`config.mk`:
```
export PLATFORM = sky130hd
export DESIGN_NAME = instr_encoder
export DESIGN_NICKNAME = d
export VERILOG_FILES = /design/src/rtl/instr_enc_pkg.sv /design/src/rtl/instr_pack.sv /design/src/rtl/instr_encoder.sv
export SDC_FILE = /design/constraint.sdc
export NUM_CORES = 1
export LEC_CHECK = 0
export CAP_MARGIN = 20
export CORE_MARGIN = 8
export CORE_UTILIZATION = 32
export DETAILED_ROUTE_END_ITERATION = 8
export SLEW_MARGIN = 20
export SYNTH_ARGS = -nofsm -noshare
export SYNTH_HDL_FRONTEND = slang
export SYNTH_SLANG_ARGS = --single-unit
```
`constraint.sdc`:
```
create_clock -name clk -period 2 [get_ports clk]
set_input_delay 0.3 -clock clk [delete_from_list [all_inputs] [get_ports clk]]
set_output_delay 0.3 -clock clk [all_outputs]
set_load 0.01 [all_outputs]
```
`src/rtl/instr_enc_pkg.sv`:
```
// Shared definitions for the MIPS instruction assembler / imem loader:
// mnemonic codes, opcode and funct values, field widths, FSM states.
package instr_enc_pkg;

  localparam int unsigned MNEM_W = 5;
  localparam int unsigned REG_W  = 5;
  localparam int unsigned IMM_W  = 16;
  localparam int unsigned TGT_W  = 26;
  localparam int unsigned WORD_W = 32;
  localparam int unsigned OP_W   = 6;

  // Descriptor mnemonic codes; 26..31 are illegal.
  typedef enum logic [MNEM_W-1:0] {
    M_ADD   = 5'd0,  M_ADDU  = 5'd1,  M_SUB   = 5'd2,  M_SUBU  = 5'd3,
    M_AND   = 5'd4,  M_OR    = 5'd5,  M_XOR   = 5'd6,  M_NOR   = 5'd7,
    M_SLT   = 5'd8,  M_SLTU  = 5'd9,  M_SLL   = 5'd10, M_SRL   = 5'd11,
    M_SRA   = 5'd12, M_JR    = 5'd13, M_JALR  = 5'd14, M_LW    = 5'd15,
    M_SW    = 5'd16, M_LUI   = 5'd17, M_ADDI  = 5'd18, M_ADDIU = 5'd19,
    M_ANDI  = 5'd20, M_SLTI  = 5'd21, M_SLTIU = 5'd22, M_BEQ   = 5'd23,
    M_J     = 5'd24, M_JAL   = 5'd25
  } mnem_e;

  localparam logic [OP_W-1:0] OP_RTYPE = 6'h00;
  localparam logic [OP_W-1:0] OP_J     = 6'h02;
  localparam logic [OP_W-1:0] OP_JAL   = 6'h03;
  localparam logic [OP_W-1:0] OP_BEQ   = 6'h04;
  localparam logic [OP_W-1:0] OP_ADDI  = 6'h08;
  localparam logic [OP_W-1:0] OP_ADDIU = 6'h09;
  localparam logic [OP_W-1:0] OP_SLTI  = 6'h0a;
  localparam logic [OP_W-1:0] OP_SLTIU = 6'h0b;
  localparam logic [OP_W-1:0] OP_ANDI  = 6'h0c;
  localparam logic [OP_W-1:0] OP_LUI   = 6'h0f;
  localparam logic [OP_W-1:0] OP_LW    = 6'h23;
  localparam logic [OP_W-1:0] OP_SW    = 6'h2b;

  localparam logic [OP_W-1:0] FN_ADD  = 6'h20;
  localparam logic [OP_W-1:0] FN_ADDU = 6'h21;
  localparam logic [OP_W-1:0] FN_SUB  = 6'h22;
  localparam logic [OP_W-1:0] FN_SUBU = 6'h23;
  localparam logic [OP_W-1:0] FN_AND  = 6'h24;
  localparam logic [OP_W-1:0] FN_OR   = 6'h25;
  localparam logic [OP_W-1:0] FN_XOR  = 6'h26;
  localparam logic [OP_W-1:0] FN_NOR  = 6'h27;
  localparam logic [OP_W-1:0] FN_SLT  = 6'h2a;
  localparam logic [OP_W-1:0] FN_SLTU = 6'h2b;
  localparam logic [OP_W-1:0] FN_SLL  = 6'h00;
  localparam logic [OP_W-1:0] FN_SRL  = 6'h02;
  localparam logic [OP_W-1:0] FN_SRA  = 6'h03;
  localparam logic [OP_W-1:0] FN_JR   = 6'h08;
  localparam logic [OP_W-1:0] FN_JALR = 6'h09;

  typedef enum logic [1:0] {S_IDLE, S_RUN, S_DRAIN, S_DONE} state_e;

endpackage

```
`src/rtl/instr_pack.sv`:
```
// Combinational MIPS field packer.
// Ports: mnem/rs/rt/rd/shamt/imm/target descriptor fields in;
//        word_c (32-bit encoding, 0 for illegal codes), illegal_c out.
module instr_pack
  import instr_enc_pkg::*;
(
  input  logic [MNEM_W-1:0] mnem,
  input  logic [REG_W-1:0]  rs,
  input  logic [REG_W-1:0]  rt,
  input  logic [REG_W-1:0]  rd,
  input  logic [REG_W-1:0]  shamt,
  input  logic [IMM_W-1:0]  imm,
  input  logic [TGT_W-1:0]  target,
  output logic [WORD_W-1:0] word_c,
  output logic              illegal_c
);

  logic [REG_W-1:0] f_rs, f_rt, f_rd, f_sh;
  logic [OP_W-1:0]  funct;
  logic             rtype;

  // R-type field masking is collected first, then one shared R-type pack.
  always_comb begin
    word_c    = '0;
    illegal_c = 1'b0;
    rtype     = 1'b0;
    funct     = '0;
    f_rs      = rs;
    f_rt      = rt;
    f_rd      = rd;
    f_sh      = '0;
    case (mnem)
      M_ADD:   begin rtype = 1'b1; funct = FN_ADD;  end
      M_ADDU:  begin rtype = 1'b1; funct = FN_ADDU; end
      M_SUB:   begin rtype = 1'b1; funct = FN_SUB;  end
      M_SUBU:  begin rtype = 1'b1; funct = FN_SUBU; end
      M_AND:   begin rtype = 1'b1; funct = FN_AND;  end
      M_OR:    begin rtype = 1'b1; funct = FN_OR;   end
      M_XOR:   begin rtype = 1'b1; funct = FN_XOR;  end
      M_NOR:   begin rtype = 1'b1; funct = FN_NOR;  end
      M_SLT:   begin rtype = 1'b1; funct = FN_SLT;  end
      M_SLTU:  begin rtype = 1'b1; funct = FN_SLTU; end
      M_SLL:   begin rtype = 1'b1; funct = FN_SLL; f_rs = '0; f_sh = shamt; end
      M_SRL:   begin rtype = 1'b1; funct = FN_SRL; f_rs = '0; f_sh = shamt; end
      M_SRA:   begin rtype = 1'b1; funct = FN_SRA; f_rs = '0; f_sh = shamt; end
      M_JR:    begin rtype = 1'b1; funct = FN_JR;   f_rt = '0; f_rd = '0; end
      M_JALR:  begin rtype = 1'b1; funct = FN_JALR; f_rt = '0; end
      M_LW:    word_c = {OP_LW,    rs, rt, imm};
      M_SW:    word_c = {OP_SW,    rs, rt, imm};
      M_LUI:   word_c = {OP_LUI,   REG_W'(0), rt, imm};
      M_ADDI:  word_c = {OP_ADDI,  rs, rt, imm};
      M_ADDIU: word_c = {OP_ADDIU, rs, rt, imm};
      M_ANDI:  word_c = {OP_ANDI,  rs, rt, imm};
      M_SLTI:  word_c = {OP_SLTI,  rs, rt, imm};
      M_SLTIU: word_c = {OP_SLTIU, rs, rt, imm};
      M_BEQ:   word_c = {OP_BEQ,   rs, rt, imm};
      M_J:     word_c = {OP_J,   target};
      M_JAL:   word_c = {OP_JAL, target};
      default: illegal_c = 1'b1;
    endcase
    if (rtype) word_c = {OP_RTYPE, f_rs, f_rt, f_rd, f_sh, funct};
  end

endmodule

```
`src/rtl/instr_encoder.sv`:
```
// MIPS instruction assembler and instruction-memory loader.
// Accepts field descriptors (in_*) over valid/ready, packs them, and writes
// them to consecutive imem addresses from BASE through a one-entry,
// back-pressured write register (imem_we/imem_ack/imem_addr/imem_wdata).
// Status: count (words acked), done (pulse), wrapped (sticky), err (sticky).
// Build option: ENC_ILLEGAL_CHECK_EN drops illegal descriptors and sets err;
// without it illegal codes are written as 0x00000000 and err is 0.
module instr_encoder
  import instr_enc_pkg::*;
#(
  parameter int unsigned ADDR_W = 8,
  parameter int unsigned BASE   = 0
) (
  input  logic                clk,
  input  logic                reset_n,
  input  logic                start,
  input  logic                in_valid,
  output logic                in_ready,
  input  logic                in_last,
  input  logic [MNEM_W-1:0]   in_mnem,
  input  logic [REG_W-1:0]    in_rs,
  input  logic [REG_W-1:0]    in_rt,
  input  logic [REG_W-1:0]    in_rd,
  input  logic [REG_W-1:0]    in_shamt,
  input  logic [IMM_W-1:0]    in_imm,
  input  logic [TGT_W-1:0]    in_target,
  output logic                imem_we,
  input  logic                imem_ack,
  output logic [ADDR_W-1:0]   imem_addr,
  output logic [WORD_W-1:0]   imem_wdata,
  output logic [ADDR_W:0]     count,
  output logic                done,
  output logic                wrapped,
  output logic                err
);

  state_e            state;
  logic [ADDR_W-1:0] addr;
  logic [WORD_W-1:0] word_c;
  logic              illegal_c;
  logic              accept;
  logic              ack;
  logic              write_ok;

  instr_pack u_pack (
    .mnem      (in_mnem),
    .rs        (in_rs),
    .rt        (in_rt),
    .rd        (in_rd),
    .shamt     (in_shamt),
    .imm       (in_imm),
    .target    (in_target),
    .word_c    (word_c),
    .illegal_c (illegal_c)
  );

  // Output register can take a new word when empty or draining this edge.
  assign in_ready = (state == S_RUN) && (!imem_we || imem_ack);
  assign accept   = in_valid && in_ready;
  assign ack      = imem_we && imem_ack;

`ifdef ENC_ILLEGAL_CHECK_EN
  assign write_ok = !illegal_c;

  // Sticky illegal-mnemonic flag, cleared by a new load.
  always_ff @(posedge clk or negedge reset_n) begin
    if (!reset_n) begin
      err <= 1'b0;
    end else if (state == S_IDLE && start) begin
      err <= 1'b0;
    end else if (accept && illegal_c) begin
      err <= 1'b1;
    end
  end
`else
  logic unused_illegal;
  assign unused_illegal = illegal_c;
  assign write_ok       = 1'b1;
  assign err            = 1'b0;
`endif

  // Load FSM, output register, address and count.
  always_ff @(posedge clk or negedge reset_n) begin
    if (!reset_n) begin
      state      <= S_IDLE;
      addr       <= ADDR_W'(BASE);
      imem_we    <= 1'b0;
      imem_addr  <= '0;
      imem_wdata <= '0;
      count      <= '0;
      done       <= 1'b0;
      wrapped    <= 1'b0;
    end else begin
      done <= 1'b0;
      // An ack empties the register; a same-edge accept below reloads it.
      if (ack) begin
        imem_we <= 1'b0;
        count   <= count + (ADDR_W+1)'(1);
      end
      case (state)
        S_IDLE: begin
          if (start) begin
            addr    <= ADDR_W'(BASE);
            count   <= '0;
            wrapped <= 1'b0;
            state   <= S_RUN;
          end
        end
        S_RUN: begin
          if (accept) begin
            if (write_ok) begin
              imem_we    <= 1'b1;
              imem_addr  <= addr;
              imem_wdata <= word_c;
              addr       <= addr + ADDR_W'(1);
              if (addr == '1) wrapped <= 1'b1;
            end
            if (in_last) state <= S_DRAIN;
          end
        end
        S_DRAIN: begin
          if (!imem_we || imem_ack) begin
            state <= S_DONE;
            done  <= 1'b1;
          end
        end
        S_DONE:  state <= S_IDLE;
        default: state <= S_IDLE;
      endcase
    end
  end

endmodule

```
==> results of run 1 <==
-- state kept, by name, indices dropped and copies added (netlist names) --
register and cells:
addr 8, count 9, done 1, imem_addr 8, imem_wdata 31, imem_we 1
state 2, wrapped 1
-- synth_stat cells, drive strengths merged (4+ instances only) --
| cell | count | area share (%) |
|---|---|---|
| ha | 5 | 1.8 |
| buf | 21 | 3.7 |
| nor2b | 6 | 1.1 |
| a22oi | 35 | 7.4 |
| nand3 | 9 | 1.8 |
| xor2 | 5 | 1.2 |
| o31ai | 4 | 0.85 |
| a311oi | 5 | 1.2 |
| mux2i | 4 | 1.1 |
| nor2 | 23 | 2.7 |
| clkbuf | 4 | 0.43 |
| a31oi | 8 | 1.4 |
| inv | 8 | 0.85 |
| and2 | 12 | 2.2 |
| nand2b | 7 | 1.5 |
| a21oi | 14 | 2.1 |
| a21boi | 7 | 1.8 |
| mux2 | 4 | 1.4 |
| o21ai | 31 | 4.5 |
| dfrtp | 61 | 43 |
| nor3 | 6 | 0.99 |
| nand2 | 46 | 4.9 |
| o22ai | 6 | 1.1 |
-- worst paths after layout --
path,cells after the start,endpoint
setup / recovery,5,addr[0]
min in group clk,2,imem_addr[7]
hold / removal,3,wrapped
hold reg to reg,2,imem_addr[7]
setup reg to reg,5,addr[0]
max in group asynchronous,3,imem_wdata[0]
-- per-layer routing --
metal / track usage (%) / wire, µm / up-vias
met1: 17.3 / 4490 / 1571
met5: 0 / 0 / -
met4: 4.84 / 155 / 0
li1: - / - / 1638
met3: 4.61 / 715 / 12
met2: 26.1 / 5450 / 95
-- logic make-up (layout without fill, tap and decap cells) --
group / count (synthesis) / count (layout) / synth area share [%]
and+or+nand+nor: 131 / 131 / 20.7
AOI/OAI and AO/OA: 124 / 124 / 24.7
DFF: 61 / 61 / 43.2
buffers and inverters: 33 / 180 / 5.00
xor gates and xnor gates: 8 / 8 / 1.98
muxes: 8 / 8 / 2.52
adders and majority gates: 5 / 5 / 1.77
other: 1 / 2 / 0.106
-- timing repair --
action | CTS | global route
hold buffers | 1 | 0
setup endpoints to repair | 1 | 1
resized for setup | 1 | 1
hold endpoints to repair | 61 | 0
-- area by class of cell --
type	instances	area [µm²]	share of cell area [%]
clock inverter	4	70.1	1.32
timing repair buffer	156	1530	28.8
sequential	61	1530	28.7
tap	140	175	3.29
clock buffer	12	155	2.91
inverter	8	30.0	0.564
multi-input combinational	278	1840	34.5
-- tightest hold or removal path, stage by stage --
cell and delay [ns]:
dlygate4sd3_1 0.52, buf_2 0.12, buf_12 0.29
-- stage by stage --
stage          hold slack, ns  total power, µW
6_report                0.476             5590
3_3_place_gp            0.341             4340
2_1_floorplan         0.00441             3100
3_5_place_dp            0.341             4400
5_1_grt                 0.514             5950
4_1_cts                 0.480             5670
-- power by group --
| group | switching, µW | total, µW | leakage (µW) | internal (µW) |
|---|---|---|---|---|
| Sequential | 257 | 1870 | 0.000805 | 1610 |
| Clock | 482 | 1250 | 0.000116 | 766 |
| Combinational | 1140 | 2470 | 0.00129 | 1320 |
| Total | 1880 | 5590 | 0.00221 | 3710 |
==> impl_metrics.yaml, run 1 <==
final_layout:
  mostFrequentLayoutCell: "clkdlybuf4s50_1"
  fin_cells: 659
  layout-drive-gt1-share_pct: 12.3
  finalNetCount: 592
  final_util_pct: 49.3
  design_area_um2: 5330
  num_antenna_cells: 0
  nFillCells: 1036
  syn2layout_area_growth_pct: 50.8
  layout_common_cells: "clkdlybuf4s50_1, dfrtp_1, nand2_1"
synthesis:
  ys_async_sr_fraction_pct: 100
  synth_area_um2: 3530
  ys_seq_area_share_pct: 43.2
  synth_edf_count: 0
  syn-mean-instance-area_um2: 9.52
  synth_warnings: 0
  synth_cells: 371
  synth_cell_types: 62
  synth_ff_type: "dfrtp_1"
  synth-seq-cells: 61
route:
  vias_per_cell: 5.03
  ant_nets: 0
  firstDrtPassIters: 4
  routedWlPerCell_um: 16.4
  drt-initial-drc-count: 151
  drc: 0
  wl_mm: 10.8
  vias: 3316
critical_path:
  cp_data_arrival_time_ns: 2.07
  r2r-start: "state[0]"
  cpPeakStageDelay_ns: 0.47
  cp.buffers_inverters: 1
  rrSetupSlack_ns: 0.15
  cp_max_fo: 8
  critPathLaunchType: "register"
  crit_slowest_cell: "nor2b_1"
  end_kind: "register"
  crit_path_cell_trace: "inv_1 > ha_1 > nor2b_1 > nor3_2 > mux2_1"
  cp-startpoint: "state[0]"
  cp_top_family: "simple AND/OR/NAND/NOR gates"
  worst-endpoint-required_ns: 2.22
  worstSetupPathType: "register to register"
sta:
  rsz0062_at_grt: "no"
  setup_violations: 0
  max_freq_mhz: 541
  fin_crit_sh_pct: 92.4
  hold_viol: 0
  min_period_ns: 1.85
  slew_violations: 0
  timing.setup.tns_ns: 0
  finClkSkew_ns: 0.00818
  postLayoutSetupSlackWorst_ns: 0.151
clocking:
  root_buffer: "clkbuf_8"
  h-tree-depth: 3
  postCtsSetupBuffers: 0
  cts_sinks: 61
  cts_buffers: 9
  cts.clk_slew.worst_paths_ns: 0.07
  cts_tree: "done"
  clockBufferDepth: 2
  clkLatencyLatePin_ns: 0.34
place:
  postPlaceCellArea_um2: 5080
  io_buffers: 124
  dp_worst_setup_slack_ns: -0.0168
  dp_hpwl_mm: 8.40
  dp.cells: 642
  routabilityCongestion: 0.846
hold_path:
  hold_path_class: "primary input to asynchronous set/reset pin"
global_routing:
  antenna_found_initial: 0
  grt_pass1_vias: 3596
  grt_max_degree: 62
  grt_pass1_wl_mm: 17.9
  grt_use_total_pct: 15.1
  grt_overflow: 0
flow_run:
  drv_cap: 0
pwr:
  cellLeakagePower_uw: 0.00221
  irDropWorstVdd_uv: 438
  pwr_density_cell_nw_per_um2: 1050
floorplan:
  initial_core_util_pct: 32.7
  coreArea_um2: 10800
  dieHeight_um: 121
  io_pins: 127
  die_x_um: 121
  dieArea_um2: 14700
  rows: 38
run_status:
  outcome: "completed"
Power figures use the tool's default switching activity.
==> inputs of run 2 (changes only) <==
--- a/config.mk
+++ b/config.mk
@@ -7,8 +7,9 @@
 export LEC_CHECK = 0
 export CAP_MARGIN = 20
 export CORE_MARGIN = 8
-export CORE_UTILIZATION = 32
+export CORE_UTILIZATION = 40
 export DETAILED_ROUTE_END_ITERATION = 8
+export PLACE_DENSITY = 0.73
 export SLEW_MARGIN = 20
 export SYNTH_ARGS = -nofsm -noshare
 export SYNTH_HDL_FRONTEND = slang
==> run 2 against run 1 <==
The flow now finishes with violations (hold timing). Wire length is 2.5% lower. Critical path type unchanged. Sequential cell count stayed put. Register-to-register slack better by 0.03 ns. Count of clock-buffer cells in the layout is 2 lower. Largest power group unchanged. Highest routed layer unchanged.
==> impl_metrics.yaml, run 2 (synthesis results as in run 1) <==
floorplan:
  initial_core_util_pct: 40.9
  coreArea_um2: 8640
  io_pins: 127
  dieArea_um2: 12100
  rows: 34
  dieHeight_um: 110
  die_x_um: 110
clocking:
  cts_sinks: 61
  cts_buffers: 9
  h-tree-depth: 3
  clkLatencyLatePin_ns: 0.34
  cts.clk_slew.worst_paths_ns: 0.07
  root_buffer: "clkbuf_8"
  clockBufferDepth: 2
  cts_tree: "done"
  cts_hold_buf: 0
flow_run:
  drv_cap: 0
global_routing:
  grt_pass1_vias: 3598
  grt_overflow: 0
  grt_pass1_wl_mm: 17.3
  antenna_found_initial: 0
  use_met3_pct: 5.39
  top_usage_layer: "met2"
  met2_usage_pct: 31.7
  met1_usage_pct: 20.0
  grt_max_degree: 37
  grt_use_total_pct: 18.0
route:
  vias_per_cell: 5.41
  ant_nets: 0
  firstDrtPassIters: 6
  routedWlPerCell_um: 16.8
  drc: 0
  drt-initial-drc-count: 139
  vias: 3386
  wl_mm: 10.5
run_status:
  violations: "hold timing"
  outcome: "finished, violations left"
sta:
  setup_violations: 0
  relSlewSlack_pct: 55.3
  finClkSkew_ns: 0.00763
  slew_violations: 0
  worst_pin_slew_ns: 0.671
  rsz0062_at_grt: "no"
  hold_viol: 18
  max_freq_mhz: 549
  min_period_ns: 1.82
  hold_slack_ns: -0.0115
  fin_crit_sh_pct: 91.0
critical_path:
  cp_max_fo: 19
  worst-endpoint-required_ns: 2.27
  r2r-start: "state[1]"
  worstSetupPathType: "register to register"
  cp_data_arrival_time_ns: 2.09
  end_kind: "register"
  cp-startpoint: "state[1]"
  critPathLaunchType: "register"
pwr:
  irDropWorstVdd_uv: 387
  cellLeakagePower_uw: 0.00217
  pwr_density_cell_nw_per_um2: 1060
place:
  routabilityCongestion: 0.870
  io_buffers: 124
  dp.cells: 610
  dp_hpwl_mm: 8.23
final_layout:
  syn2layout_area_growth_pct: 48.6
  nFillCells: 743
  final_util_pct: 60.8
  layout-drive-gt1-share_pct: 12.2
  layout_common_cells: "clkdlybuf4s50_1, dfrtp_1, nand2_1"
  top_register: "imem_wdata"
  finalNetCount: 591
  fin_cells: 626
  mostFrequentLayoutCell: "clkdlybuf4s50_1"
  largest_reg_flops: 31
  largestRegisters: "imem_wdata (31), count (9)"
  num_antenna_cells: 0
hold_path:
  hold_path_class: "primary input to asynchronous set/reset pin"
-- run 2: stage by stage --
stage	area (µm²)	worst slack [ns]	hold WS, ns	setup TNS, ns	power, µW
3_3_place_gp	5030	0.0124	0.373	0	4320
6_report	5250	0.180	-0.0115	0	5550
4_1_cts	5250	0.163	0.00201	0	5620
5_1_grt	5250	0.0235	0.0348	0	5920
2_1_floorplan	3530	0.329	0.00441	0	3100
3_5_place_dp	5030	-0.110	0.374	-0.843	4400
-- run 2: where the power goes --
part | switching (µW) | internal, µW | total [µW] | leakage [µW]
clock network | 497 | 699 | 1200 | 0.0000985
logic | 1160 | 1330 | 2490 | 0.00126
registers | 251 | 1610 | 1870 | 0.000805
-- run 2: worst max-delay path: stages (launching register included) --
cell and delay, ns:
dfrtp_1 0.39, inv_1 0.09, ha_2 0.21, and2_1 0.26, and2_4 0.35, o21ai_2 0.09
buf_4 0.18, o22ai_1 0.17
-- run 2: area by class of cell --
| class | instances | area [µm²] | area share, % |
|---|---|---|---|
| Multi-Input combinational cell | 278 | 1830 | 35.0 |
| Sequential cell | 61 | 1530 | 29.1 |
| Timing Repair Buffer | 155 | 1510 | 28.7 |
| Tap cell | 108 | 135 | 2.58 |
| Clock buffer | 10 | 128 | 2.43 |
| Clock inverter | 6 | 87.6 | 1.67 |
| Inverter | 8 | 30.0 | 0.572 |
-- run 2: path summary, 6_finish.rpt --
path,to,slack (ns),cells past startpoint
hold reg to reg,imem_addr[5],0.47,2
setup / recovery,imem_wdata[10],0.18,7
hold / removal,imem_addr[5],-0.01,1
setup reg to reg,imem_wdata[10],0.18,7
max in group asynchronous,imem_wdata[26],1.39,2
min in group clk,imem_addr[5],0.47,2
-- run 2: metal layers --
layer	vias up	routed length [µm]
met5	-	0
met4	0	182
met3	15	741
met2	94	5500
met1	1621	4120
li1	1656	-
-- run 2: repair_timing --
action / CTS / global route
resized for setup: 2 / 0
buffers inserted: 0 / 0
hold endpoints to repair: 0 / 0
setup endpoints to repair: 1 / 0
